<file path="src/rtl/maze_job_ctrl.sv">
// Maze job controller: takes a maze bitstream from the host, replays it into the
// solver, then watches the solver's answer (no-path flag, timeout, or a path
// stream that must be a unit-step walk from START to GOAL) and reports a result.
module maze_job_ctrl #(
  parameter int MAZE_BITS = 225,
  parameter int TIMEOUT   = 1023,
  parameter int START_X   = 1,
  parameter int START_Y   = 1,
  parameter int GOAL_X    = 13,
  parameter int GOAL_Y    = 13
) (
  input  logic       clk,
  input  logic       rst,
  input  logic       host_start,
  input  logic       host_abort,
  input  logic       host_bit,
  input  logic       host_bit_valid,
  output logic       host_ready,
  output logic       busy,
  output logic       res_valid,
  output logic [1:0] res_status,
  output logic [7:0] res_len,
  output logic       ms_in_valid,
  output logic       ms_maze,
  input  logic       ms_out_valid,
  input  logic       ms_not_valid,
  input  logic [3:0] ms_x,
  input  logic [3:0] ms_y
);

  localparam int CW = $clog2(MAZE_BITS + 1);
  localparam int WW = $clog2(TIMEOUT + 1) + 1;

  localparam logic [1:0] ST_OK      = 2'd0;
  localparam logic [1:0] ST_NOPATH  = 2'd1;
  localparam logic [1:0] ST_TIMEOUT = 2'd2;
  localparam logic [1:0] ST_PATHERR = 2'd3;

  typedef enum logic [2:0] {
    S_IDLE, S_LOAD, S_FEED, S_WAIT, S_STREAM, S_DONE
  } state_t;

  state_t                 state_q, state_d;
  logic [CW-1:0]          cnt_q, cnt_d;
  logic [MAZE_BITS-1:0]   buf_q, buf_d;
  logic [WW-1:0]          wd_q, wd_d;
  logic [7:0]             len_q, len_d;
  logic [1:0]             status_q, status_d;
  logic                   err_q, err_d;
  logic [3:0]             px_q, px_d, py_q, py_d;

  logic                   abort_act;
  logic                   cnt_last;
  logic                   wd_expired;
  logic [3:0]             dx, dy;
  logic                   step_ok;
  logic                   at_start;
  logic                   at_goal;
  logic [7:0]             len_inc;

  assign abort_act  = host_abort && (state_q != S_IDLE);
  assign cnt_last   = (cnt_q == CW'(MAZE_BITS - 1));
  assign wd_expired = (wd_q == WW'(TIMEOUT));
  assign dx         = (ms_x >= px_q) ? (ms_x - px_q) : (px_q - ms_x);
  assign dy         = (ms_y >= py_q) ? (ms_y - py_q) : (py_q - ms_y);
  assign step_ok    = ((dx == 4'd1) && (dy == 4'd0)) || ((dx == 4'd0) && (dy == 4'd1));
  assign at_start   = (ms_x == 4'(START_X)) && (ms_y == 4'(START_Y));
  assign at_goal    = (px_q == 4'(GOAL_X)) && (py_q == 4'(GOAL_Y));
  assign len_inc    = (len_q == 8'hFF) ? len_q : (len_q + 8'd1);

  // State register
  always_ff @(posedge clk or posedge rst) begin
    if (rst) state_q <= S_IDLE;
    else     state_q <= state_d;
  end

  // Next-state logic; abort overrides every other transition
  always_comb begin
    state_d = state_q;
    if (abort_act) begin
      state_d = S_IDLE;
    end else begin
      case (state_q)
        S_IDLE:   if (host_start) state_d = S_LOAD;
        S_LOAD:   if (host_bit_valid && cnt_last) state_d = S_FEED;
        S_FEED:   if (cnt_last) state_d = S_WAIT;
        S_WAIT: begin
          if (ms_not_valid)      state_d = S_DONE;
          else if (ms_out_valid) state_d = S_STREAM;
          else if (wd_expired)   state_d = S_DONE;
        end
        S_STREAM: if (ms_not_valid || !ms_out_valid) state_d = S_DONE;
        S_DONE:   state_d = S_IDLE;
        default:  state_d = S_IDLE;
      endcase
    end
  end

  // Output decode; result strobe is suppressed if an abort lands on DONE
  always_comb begin
    host_ready  = (state_q == S_LOAD);
    busy        = (state_q != S_IDLE);
    res_valid   = (state_q == S_DONE) && !host_abort;
    ms_in_valid = (state_q == S_FEED);
    ms_maze     = (state_q == S_FEED) ? buf_q[MAZE_BITS-1] : 1'b0;
    res_status  = status_q;
    res_len     = len_q;
  end

  // Datapath: bit buffer, counters, path tracking and result capture
  always_comb begin
    cnt_d    = cnt_q;
    buf_d    = buf_q;
    wd_d     = wd_q;
    len_d    = len_q;
    status_d = status_q;
    err_d    = err_q;
    px_d     = px_q;
    py_d     = py_q;
    if (!abort_act) begin
      case (state_q)
        S_IDLE: begin
          if (host_start) begin
            cnt_d    = '0;
            wd_d     = '0;
            len_d    = '0;
            status_d = ST_OK;
            err_d    = 1'b0;
          end
        end
        S_LOAD: begin
          // Bits enter at the LSB so the first accepted bit ends up at the MSB
          if (host_bit_valid) begin
            buf_d = {buf_q[MAZE_BITS-2:0], host_bit};
            cnt_d = cnt_last ? '0 : (cnt_q + CW'(1));
          end
        end
        S_FEED: begin
          buf_d = {buf_q[MAZE_BITS-2:0], 1'b0};
          cnt_d = cnt_last ? '0 : (cnt_q + CW'(1));
        end
        S_WAIT: begin
          if (ms_not_valid) begin
            status_d = ST_NOPATH;
          end else if (ms_out_valid) begin
            len_d = 8'd1;
            err_d = !at_start;
            px_d  = ms_x;
            py_d  = ms_y;
          end else if (wd_expired) begin
            status_d = ST_TIMEOUT;
          end else begin
            wd_d = wd_q + WW'(1);
          end
        end
        S_STREAM: begin
          if (ms_not_valid) begin
            status_d = ST_PATHERR;
          end else if (ms_out_valid) begin
            len_d = len_inc;
            err_d = err_q || !step_ok;
            px_d  = ms_x;
            py_d  = ms_y;
          end else begin
            status_d = (err_q || !at_goal) ? ST_PATHERR : ST_OK;
          end
        end
        default: ;
      endcase
    end
  end

  // Datapath registers
  always_ff @(posedge clk or posedge rst) begin
    if (rst) begin
      cnt_q    <= '0;
      buf_q    <= '0;
      wd_q     <= '0;
      len_q    <= '0;
      status_q <= ST_OK;
      err_q    <= 1'b0;
      px_q     <= '0;
      py_q     <= '0;
    end else begin
      cnt_q    <= cnt_d;
      buf_q    <= buf_d;
      wd_q     <= wd_d;
      len_q    <= len_d;
      status_q <= status_d;
      err_q    <= err_d;
      px_q     <= px_d;
      py_q     <= py_d;
    end
  end

endmodule

</file>
<file path="config.mk">
export PLATFORM = sky130hd
export DESIGN_NAME = maze_job_ctrl
export DESIGN_NICKNAME = d
export VERILOG_FILES = /design/src/rtl/maze_job_ctrl.sv
export SDC_FILE = /design/constraint.sdc
export NUM_CORES = 1
export LEC_CHECK = 0
export ABC_AREA = 1
export BUFFER_PORTS_ARGS = -buffer_cell sky130_fd_sc_hd__buf_4
export CAP_MARGIN = 5
export CORE_AREA = 2 2 202 204
export DETAILED_ROUTE_END_ITERATION = 10
export DIE_AREA = 0 0 204 206
export GPL_ROUTABILITY_DRIVEN = 0
export PLACE_DENSITY_LB_ADDON = 0.05
export SLEW_MARGIN = 20
export SYNTH_ARGS = -nofsm -noshare
export SYNTH_HDL_FRONTEND = slang
export SYNTH_SLANG_ARGS = --single-unit
</file>
<file path="constraint.sdc">
create_clock -name clk -period 8.9 [get_ports clk]
set_input_delay 0.445 -clock clk [delete_from_list [all_inputs] [get_ports clk]]
set_output_delay 0.445 -clock clk [all_outputs]
set_load 0.02 [all_outputs]
</file>
==> results_tabular.tex, run 1 <==
\begin{tabular}{lr}
\hline
Metric & Value \\
\hline
\multicolumn{2}{l}{\textbf{Outcome}} \\
Run status & completed \\
\multicolumn{2}{l}{\textbf{STA}} \\
Final slew viol count & 0 \\
Max Clock Freq & 338 MHz \\
Unrepaired setup endpoints after global routing & no \\
Final cycle utilization of the critical path & 0.332 \\
Final min period & roughly 3000 ps \\
Setup ws final & 5940 ps \\
Final Setup Violations & 0 \\
Slew Limit Headroom & 0.239 \\
Worst Clk Skew & 12.5 ps \\
Final hold vios & 0 \\
Transition time at the pin with the least slew margin & 1140 ps \\
Post-route setup TNS & 0 ps \\
Tightest hold margin & 1.80 ps \\
\multicolumn{2}{l}{\textbf{Detailed routing}} \\
Starting DRC count in detailed routing & approximately 650 \\
Detail Route Antenna Nets & 0 \\
Count of TritonRoute iterations in the first routing pass & 4 \\
Total Routed Length & 25600 um \\
Number of vias in the routed layout & 8782 \\
Number of design rule violations left after detail routing & 0 \\
Vias per cell & 4.55 \\
Average routed wire per standard cell & 13.3 um \\
\multicolumn{2}{l}{\textbf{Die}} \\
Die Wd & 204 um \\
Area enclosed by the die boundary & 42000 um\^{}2 \\
Num ports & 31 \\
Row Count & 74 \\
Placeable core region & 40200 um\^{}2 \\
Starting density of the core & 0.295 \\
Y dimension of the die & 206 um \\
\multicolumn{2}{l}{\textbf{Critical path}} \\
Crit start category & flip-flop \\
Worst setup path class & reg -> reg \\
Worst r2r path cells & 7 \\
Required time of the worst setup path & 9260 ps \\
Capturing element type of the critical path & flip-flop \\
Register-to-Register Setup Slack & 5940 ps \\
Startpoint of the worst register-to-register path & state\_q[1] \\
Critical path fanouts, max & 213 \\
Crit Reg-Reg Endpoint & buf\_q[224] \\
WP data arrival & 3320 ps \\
\multicolumn{2}{l}{\textbf{Power}} \\
PnR Total Power & around 3700 uW \\
Total power density per cell area & 277 nW/um\^{}2 \\
Max IR drop VDD & 293 uV \\
Total leakage power & 0.00720 uW \\
\multicolumn{2}{l}{\textbf{Global routing}} \\
Met3 routing resource usage after global routing & 0.0233 \\
Grt ovf & 0 \\
Most utilized layer in the global route result & met2 \\
Global-route wire length before repair & roughly 45000 um \\
GR Layer Usage met1 & 0.173 \\
Combined global-route utilization of all metal layers & 0.128 \\
Vias in the first global route & between 8000 and 9000 \\
GR met2 Demand/Resource & 0.205 \\
Number of antenna violations at the first check in global routing & 0 \\
Largest net degree at the start of global routing & 226 \\
\multicolumn{2}{l}{\textbf{Logic synthesis}} \\
Flip-flop cell with the highest count after synthesis & dfrtp\_1 \\
Post-synth EDFFs & 0 \\
Cell accounting for the most synthesized area & dfrtp\_1 \\
Count of synthesis-stage warnings from yosys & 0 \\
Syn Std Cell Area & 11900 um\^{}2 \\
Syn Area/Cell & 8.56 um\^{}2 \\
Portion of synthesized cell area occupied by the leading cell type & 0.561 \\
Cell types with the largest area share after synthesis & dfrtp\_1, nand2\_1, o21ai\_0 \\
Gate count of the mapped netlist & 1386 \\
Cell variety after synth & 37 \\
Post-synthesis sequential area ratio & 0.561 \\
Async set or reset register ratio after synthesis & 1.00 \\
Number of synthesized register bits & approximately 270 \\
Syn nets & 1424 \\
\multicolumn{2}{l}{\textbf{Place}} \\
DP Worst Slack & slightly below 6000 ps \\
Detailed placer's ending HPWL & around 13000 um \\
Inst Count DP & around 1900 \\
Count of port buffers added during placement & 30 \\
\multicolumn{2}{l}{\textbf{Cells and area}} \\
Post-route non-filler standard cell count & 1928 \\
Most common cell after layout, fill and taps aside & nand2\_1 \\
Net count reported at finish & 1414 \\
Layout fillers & 4267 \\
Highest-count cells in the layout ignoring fill and taps & nand2\_1, dfrtp\_1, o21ai\_0 \\
Ant diodes & 0 \\
Share of cells above drive strength 1 & 0.0738 \\
Area overhead of the layout relative to synthesis & 13.8\% \\
\multicolumn{2}{l}{\textbf{Min path}} \\
Class of the tightest hold or removal check & in -> async \\
\multicolumn{2}{l}{\textbf{Clock network}} \\
Inserted Clock Buffers & 34 \\
Bufs on Longest Clock Path & 3 \\
Worst skew pair latency & 520 ps \\
PostCTS Resize Cnt & 0 \\
Root buffer cell & clkbuf\_16 \\
Clock net sink count & 266 \\
CTS H-tree depth & 2 \\
TritonCTS clock tree & done \\
Clock-pin slew on the worst setup and hold paths & 60 ps \\
CTS Hold Bufs & 0 \\
Number of buffers inserted to repair setup after CTS & 0 \\
\multicolumn{2}{l}{\textbf{Run}} \\
Max cap viols & 0 \\
\hline
\end{tabular}
## state kept, by name, indices dropped and copies added, names as in the netlist
| signal | cells |
|---|---|
| buf_q | 225 |
| wd_q | 11 |
| cnt_q | 8 |
| res_len | 8 |
| px_q | 4 |
| py_q | 4 |
| state_q | 3 |
| res_status | 2 |
| err_q | 1 |
## worst max-delay path by stage
stage	endpoint	start	cells past startpoint	slack, ps
3_5_place_dp	buf_q[156]	state_q[1]	7	5810
6_report	buf_q[224]	state_q[1]	7	5940
2_1_floorplan	buf_q[0]	rst	1	1130
4_1_cts	buf_q[156]	state_q[1]	7	5790
3_3_place_gp	buf_q[156]	state_q[1]	7	5840
5_1_grt	buf_q[156]	state_q[1]	8	5520
## logic make-up (layout without fill, tap and decap cells)
group,Yosys count,in the layout,share of synthesized area
buffers and inverters,148,158,0.0589
multiplexers,2,2,0.00190
adder cells (fa/ha/maj),22,22,0.0257
XOR/XNOR,14,14,0.0103
flip-flops,266,266,0.561
AND/OR/NAND/NOR,652,652,0.220
AO/OA/AOI/OAI,282,282,0.122
## critical path: stages, from the launching register on
cell	delay [ps]
dfrtp_1	440
nor2_1	200
nand2_2	120
nand2_2	190
nand2_8	370
nor2_8	380
buf_12	490
o21ai_0	160
## synth_stat cells (all sizes together) (4+ instances only)
master and count:
a21oi 16, buf 33, clkbuf 47, dfrtp 266
fa 4, ha 18, inv 68, nand2 547
nand3 35, nand4 11, nor2 34, nor3 15
nor4 4, o21ai 254, o31ai 8, xnor2 6
xor2 8
## stage by stage
step	area, um^2	utilization
2_1_floorplan	11900	-
3_3_place_gp	12400	0.309
3_5_place_dp	12400	0.309
4_1_cts	13500	0.336
5_1_grt	13500	0.336
6_report	13500	0.336
## where the power goes
part / total (uW) / leakage, uW / internal, uW / switching (uW)
Sequential: 1330 / 0.00369 / 1280 / 49.4
Combinational: 1060 / 0.00296 / 224 / 835
Clock: 1350 / 0.000547 / 829 / 523
Total: 3740 / 0.00720 / 2330 / 1410
## final cells by class
| type | instances | area (um^2) | area share |
|---|---|---|---|
| sequential | 266 | 6660 | 0.493 |
| tap | 532 | 666 | 0.0493 |
| timing repair buffer | 34 | 293 | 0.0217 |
| multi-input combinational | 972 | 4520 | 0.335 |
| clock buffer | 48 | 1030 | 0.0761 |
| inverter | 68 | 263 | 0.0195 |
| clock inverter | 8 | 68.8 | 0.00510 |
## per-layer routing
layer / vias to the layer above / routed length [um]
met5: - / 0
met3: 45 / 737
met4: 0 / 636
met1: 4221 / 12800
met2: 72 / 11300
li1: 4444 / -
No activity file was read; power rests on OpenSTA's default activity.
==> run 2, diff against run 1 <==
Clock period 8.9 ns to 2.8 ns, I/O delays scaled along.
==> run 2 against run 1 <==
Net effect: core utilization rose by 0.64 points; die area did not move; register-to-register slack got worse by 5400 ps; maximum frequency rose by 32%; worst setup slack got worse by 5400 ps; final cell count rose by 1.3%; flip-flop and latch count did not move; wire length rose by 2.1%; design area rose by 1.9%; clock power rose to 3.2 times the previous value.
==> results_tabular.tex, run 2 (same netlist as run 1, synthesis figures left out) <==
\begin{tabular}{lr}
\hline
Metric & Value \\
\hline
\multicolumn{2}{l}{\textbf{Run}} \\
Max cap viols & 0 (unchanged) \\
\multicolumn{2}{l}{\textbf{Clock network}} \\
Root buffer cell & clkbuf\_16 (unchanged) \\
Inserted Clock Buffers & 34 (unchanged) \\
PostCTS Resize Cnt & 0 (unchanged) \\
Worst skew pair latency & 510 ps (was 520 ps) \\
Clock net sink count & 266 (unchanged) \\
TritonCTS clock tree & done (unchanged) \\
CTS H-tree depth & 2 (unchanged) \\
Bufs on Longest Clock Path & 3 (unchanged) \\
Clock-pin slew on the worst setup and hold paths & 60 ps (about the same) \\
\multicolumn{2}{l}{\textbf{Detailed routing}} \\
Total Routed Length & 26100 um (was 25600 um) \\
Average routed wire per standard cell & 13.4 um (was 13.3 um) \\
Starting DRC count in detailed routing & 463 (was 647) \\
Number of vias in the routed layout & 8914 (was 8782) \\
Detail Route Antenna Nets & 0 (unchanged) \\
Number of design rule violations left after detail routing & 0 (unchanged) \\
Count of TritonRoute iterations in the first routing pass & 4 (unchanged) \\
Vias per cell & 4.56 (was 4.55) \\
\multicolumn{2}{l}{\textbf{Global routing}} \\
Global-route wire length before repair & 45900 um (was 45000 um) \\
Number of antenna violations at the first check in global routing & 0 (unchanged) \\
Combined global-route utilization of all metal layers & 0.130 (was 0.128) \\
Vias in the first global route & 9026 (was 8974) \\
Largest net degree at the start of global routing & 129 (was 226) \\
Grt ovf & 0 (unchanged) \\
\multicolumn{2}{l}{\textbf{Power}} \\
Switching share of total power & 0.373 (was 0.377) \\
Comb pwr share & 0.295 (was 0.283) \\
Proportion of power drawn by flip-flops and latches & 0.347 (was 0.355) \\
Clock power frac & 0.358 (was 0.362) \\
Max IR drop VDD & 595 uV (was 293 uV) \\
Net Sw Power & 4530 uW (was 1410 uW) \\
PnR Total Power & 12100 uW (was 3740 uW) \\
Total power density per cell area & 883 nW/um\^{}2 (was 277 nW/um\^{}2) \\
Total leakage power & 0.00731 uW (was 0.00720 uW) \\
Internal power & 7620 uW (was 2330 uW) \\
\multicolumn{2}{l}{\textbf{Die}} \\
Area enclosed by the die boundary & 42000 um\^{}2 (unchanged) \\
Placeable core region & 40200 um\^{}2 (unchanged) \\
Y dimension of the die & 206 um (unchanged) \\
Starting density of the core & 0.295 (unchanged) \\
Die Wd & 204 um (unchanged) \\
Row Count & 74 (unchanged) \\
Num ports & 31 (unchanged) \\
\multicolumn{2}{l}{\textbf{Place}} \\
Count of port buffers added during placement & 30 (unchanged) \\
DP Worst Slack & 529 ps (was 5810 ps) \\
Detailed placer's ending HPWL & 14500 um (was 12900 um) \\
\multicolumn{2}{l}{\textbf{Min path}} \\
Class of the tightest hold or removal check & in -> reg (was in -> async) \\
Hold path cells & 3 \\
Hold worst-path end & px\_q[1] \\
Worst Min Path Start & ms\_x[1] \\
\multicolumn{2}{l}{\textbf{Critical path}} \\
Crit Reg-Reg Endpoint & buf\_q[174] (was buf\_q[224]) \\
Worst setup path class & reg -> reg (unchanged) \\
Startpoint of the worst register-to-register path & state\_q[1] (unchanged) \\
Crit path max-delay family & simple AND/OR/NAND/NOR gates (unchanged) \\
Cell-by-cell trace of the critical path & inv\_2 -> nor2\_1 -> nand2\_1 -> nand2\_2 -> nand2\_8 -> nor2\_8 -> buf\_12 -> nand2\_1 -> nand2\_1 (was nor2\_1 -> nand2\_2 -> nand2\_2 -> nand2\_8 -> nor2\_8 -> buf\_12 -> o21ai\_0) \\
Worst r2r path cells & 9 (was 7) \\
Register-to-Register Setup Slack & 560 ps (was 5940 ps) \\
Critical path's largest stage delay & 430 ps (was 490 ps) \\
Buffers plus inverters on the worst setup path & 2 (was 1) \\
Most prevalent standard cell on the critical path & nand2\_1 (was nand2\_2) \\
Required time of the worst setup path & 3250 ps (was 9260 ps) \\
Critical path fanouts, max & 93 (was 213) \\
Crit start category & flip-flop (unchanged) \\
Highest-delay cell along the critical path & dfrtp\_1 (was buf\_12) \\
WP data arrival & 2690 ps (was 3320 ps) \\
Capturing element type of the critical path & flip-flop (unchanged) \\
\multicolumn{2}{l}{\textbf{STA}} \\
Final slew viol count & 0 (unchanged) \\
Final cycle utilization of the critical path & 0.800 (was 0.332) \\
Final min period & 2240 ps (was 2960 ps) \\
Final Setup Violations & 0 (unchanged) \\
Final hold vios & 0 (unchanged) \\
Unrepaired setup endpoints after global routing & no (unchanged) \\
Tightest hold margin & 38.0 ps (was 1.80 ps) \\
Slew Limit Headroom & 0.509 (was 0.239) \\
Worst Clk Skew & 12.4 ps (was 12.5 ps) \\
Max Clock Freq & 446 MHz (was 338 MHz) \\
Transition time at the pin with the least slew margin & 736 ps (was 1140 ps) \\
Setup ws final & 559 ps (was 5940 ps) \\
Post-route setup TNS & 0 ps (unchanged) \\
\multicolumn{2}{l}{\textbf{Cells and area}} \\
Highest-count cells in the layout ignoring fill and taps & nand2\_1, dfrtp\_1, o21ai\_0 (unchanged) \\
Layout fillers & 4227 (was 4267) \\
Ant diodes & 0 (unchanged) \\
Most common cell after layout, fill and taps aside & nand2\_1 (unchanged) \\
Share of cells above drive strength 1 & 0.0823 (was 0.0738) \\
Largest registers in the final layout & buf\_q: 225 flops, wd\_q: 11 flops (unchanged) \\
Net count reported at finish & 1436 (was 1414) \\
Area overhead of the layout relative to synthesis & 15.9\% (was 13.8\%) \\
Total area of multi-input combinational cells & 4520 um\^{}2 (unchanged) \\
Sequential cell area & 6660 um\^{}2 (unchanged) \\
Largest register FFs & 225 (unchanged) \\
Top register by number of flip-flops & buf\_q (unchanged) \\
\multicolumn{2}{l}{\textbf{Outcome}} \\
Run status & completed (unchanged) \\
\hline
\end{tabular}
## run 2: changes by cell type in the layout (fill, tap and decap cells not counted), sizes merged
cell	change
dlygate4sd3	+10
clkinvlp	+2
inv	-1
clkbuf	+1
buf	+12
bufinv	+1
## run 2: layer usage
| layer | GRT usage | routed length [um] | vias up |
|---|---|---|---|
| met5 | 0 | 0 | - |
| met4 | 0.0401 | 551 | 0 |
| met3 | 0.0224 | 746 | 35 |
| met2 | 0.200 | 11400 | 82 |
| met1 | 0.187 | 13400 | 4308 |
| li1 | - | - | 4489 |
## run 2: worst max path at each step
stage          cells after the start       start          to  slack [ps]
2_1_floorplan                      1         rst    buf_q[0]        -850
3_3_place_gp                       9  state_q[1]   buf_q[93]         520
3_5_place_dp                       9  state_q[1]   buf_q[97]         530
4_1_cts                            9  state_q[1]  buf_q[189]         510
5_1_grt                            9  state_q[1]  buf_q[102]         330
6_report                           9  state_q[1]  buf_q[174]         560
## run 2: worst reg2reg max path: stages (launching register included)
cell and delay [ps]:
dfrtp_1 430, inv_2 80, nor2_1 80, nand2_1 170, nand2_2 210, nand2_8 230, nor2_8 340, buf_12 350
nand2_1 210, nand2_1 90
## run 2: final cells by class
type                       count  share of cell area
multi-input combinational    972               0.329
tap                          532              0.0484
clock inverter                10             0.00774
clock buffer                  49              0.0733
timing repair buffer          56              0.0388
inverter                      68              0.0188
sequential                   266               0.484
## run 2: metrics by stage
step | cell area (um^2) | cells | util
floorplan | 11900 | 1386 | -
global placement | 12500 | 1884 | 0.312
detailed placement | 12500 | 1884 | 0.312
CTS | 13700 | 1953 | 0.342
global route | 13700 | 1953 | 0.342
finish | 13700 | 1953 | 0.342
## run 2: power groups by stage
stage               sequential, uW  combinational [uW]  clock (uW)
floorplan                     4260                2810           0
global placement              4290                3690           0
detailed placement            4280                3660           0
CTS                           4220                3680        4540
global route                  4250                4100        4690
finish                        4220                3580        4350
## run 2: timing repair
item | 4_1_cts | 5_1_grt
buffers inserted | 0 | 0
hold buffers | 10 | 0
hold endpoints to repair | 249 | 0
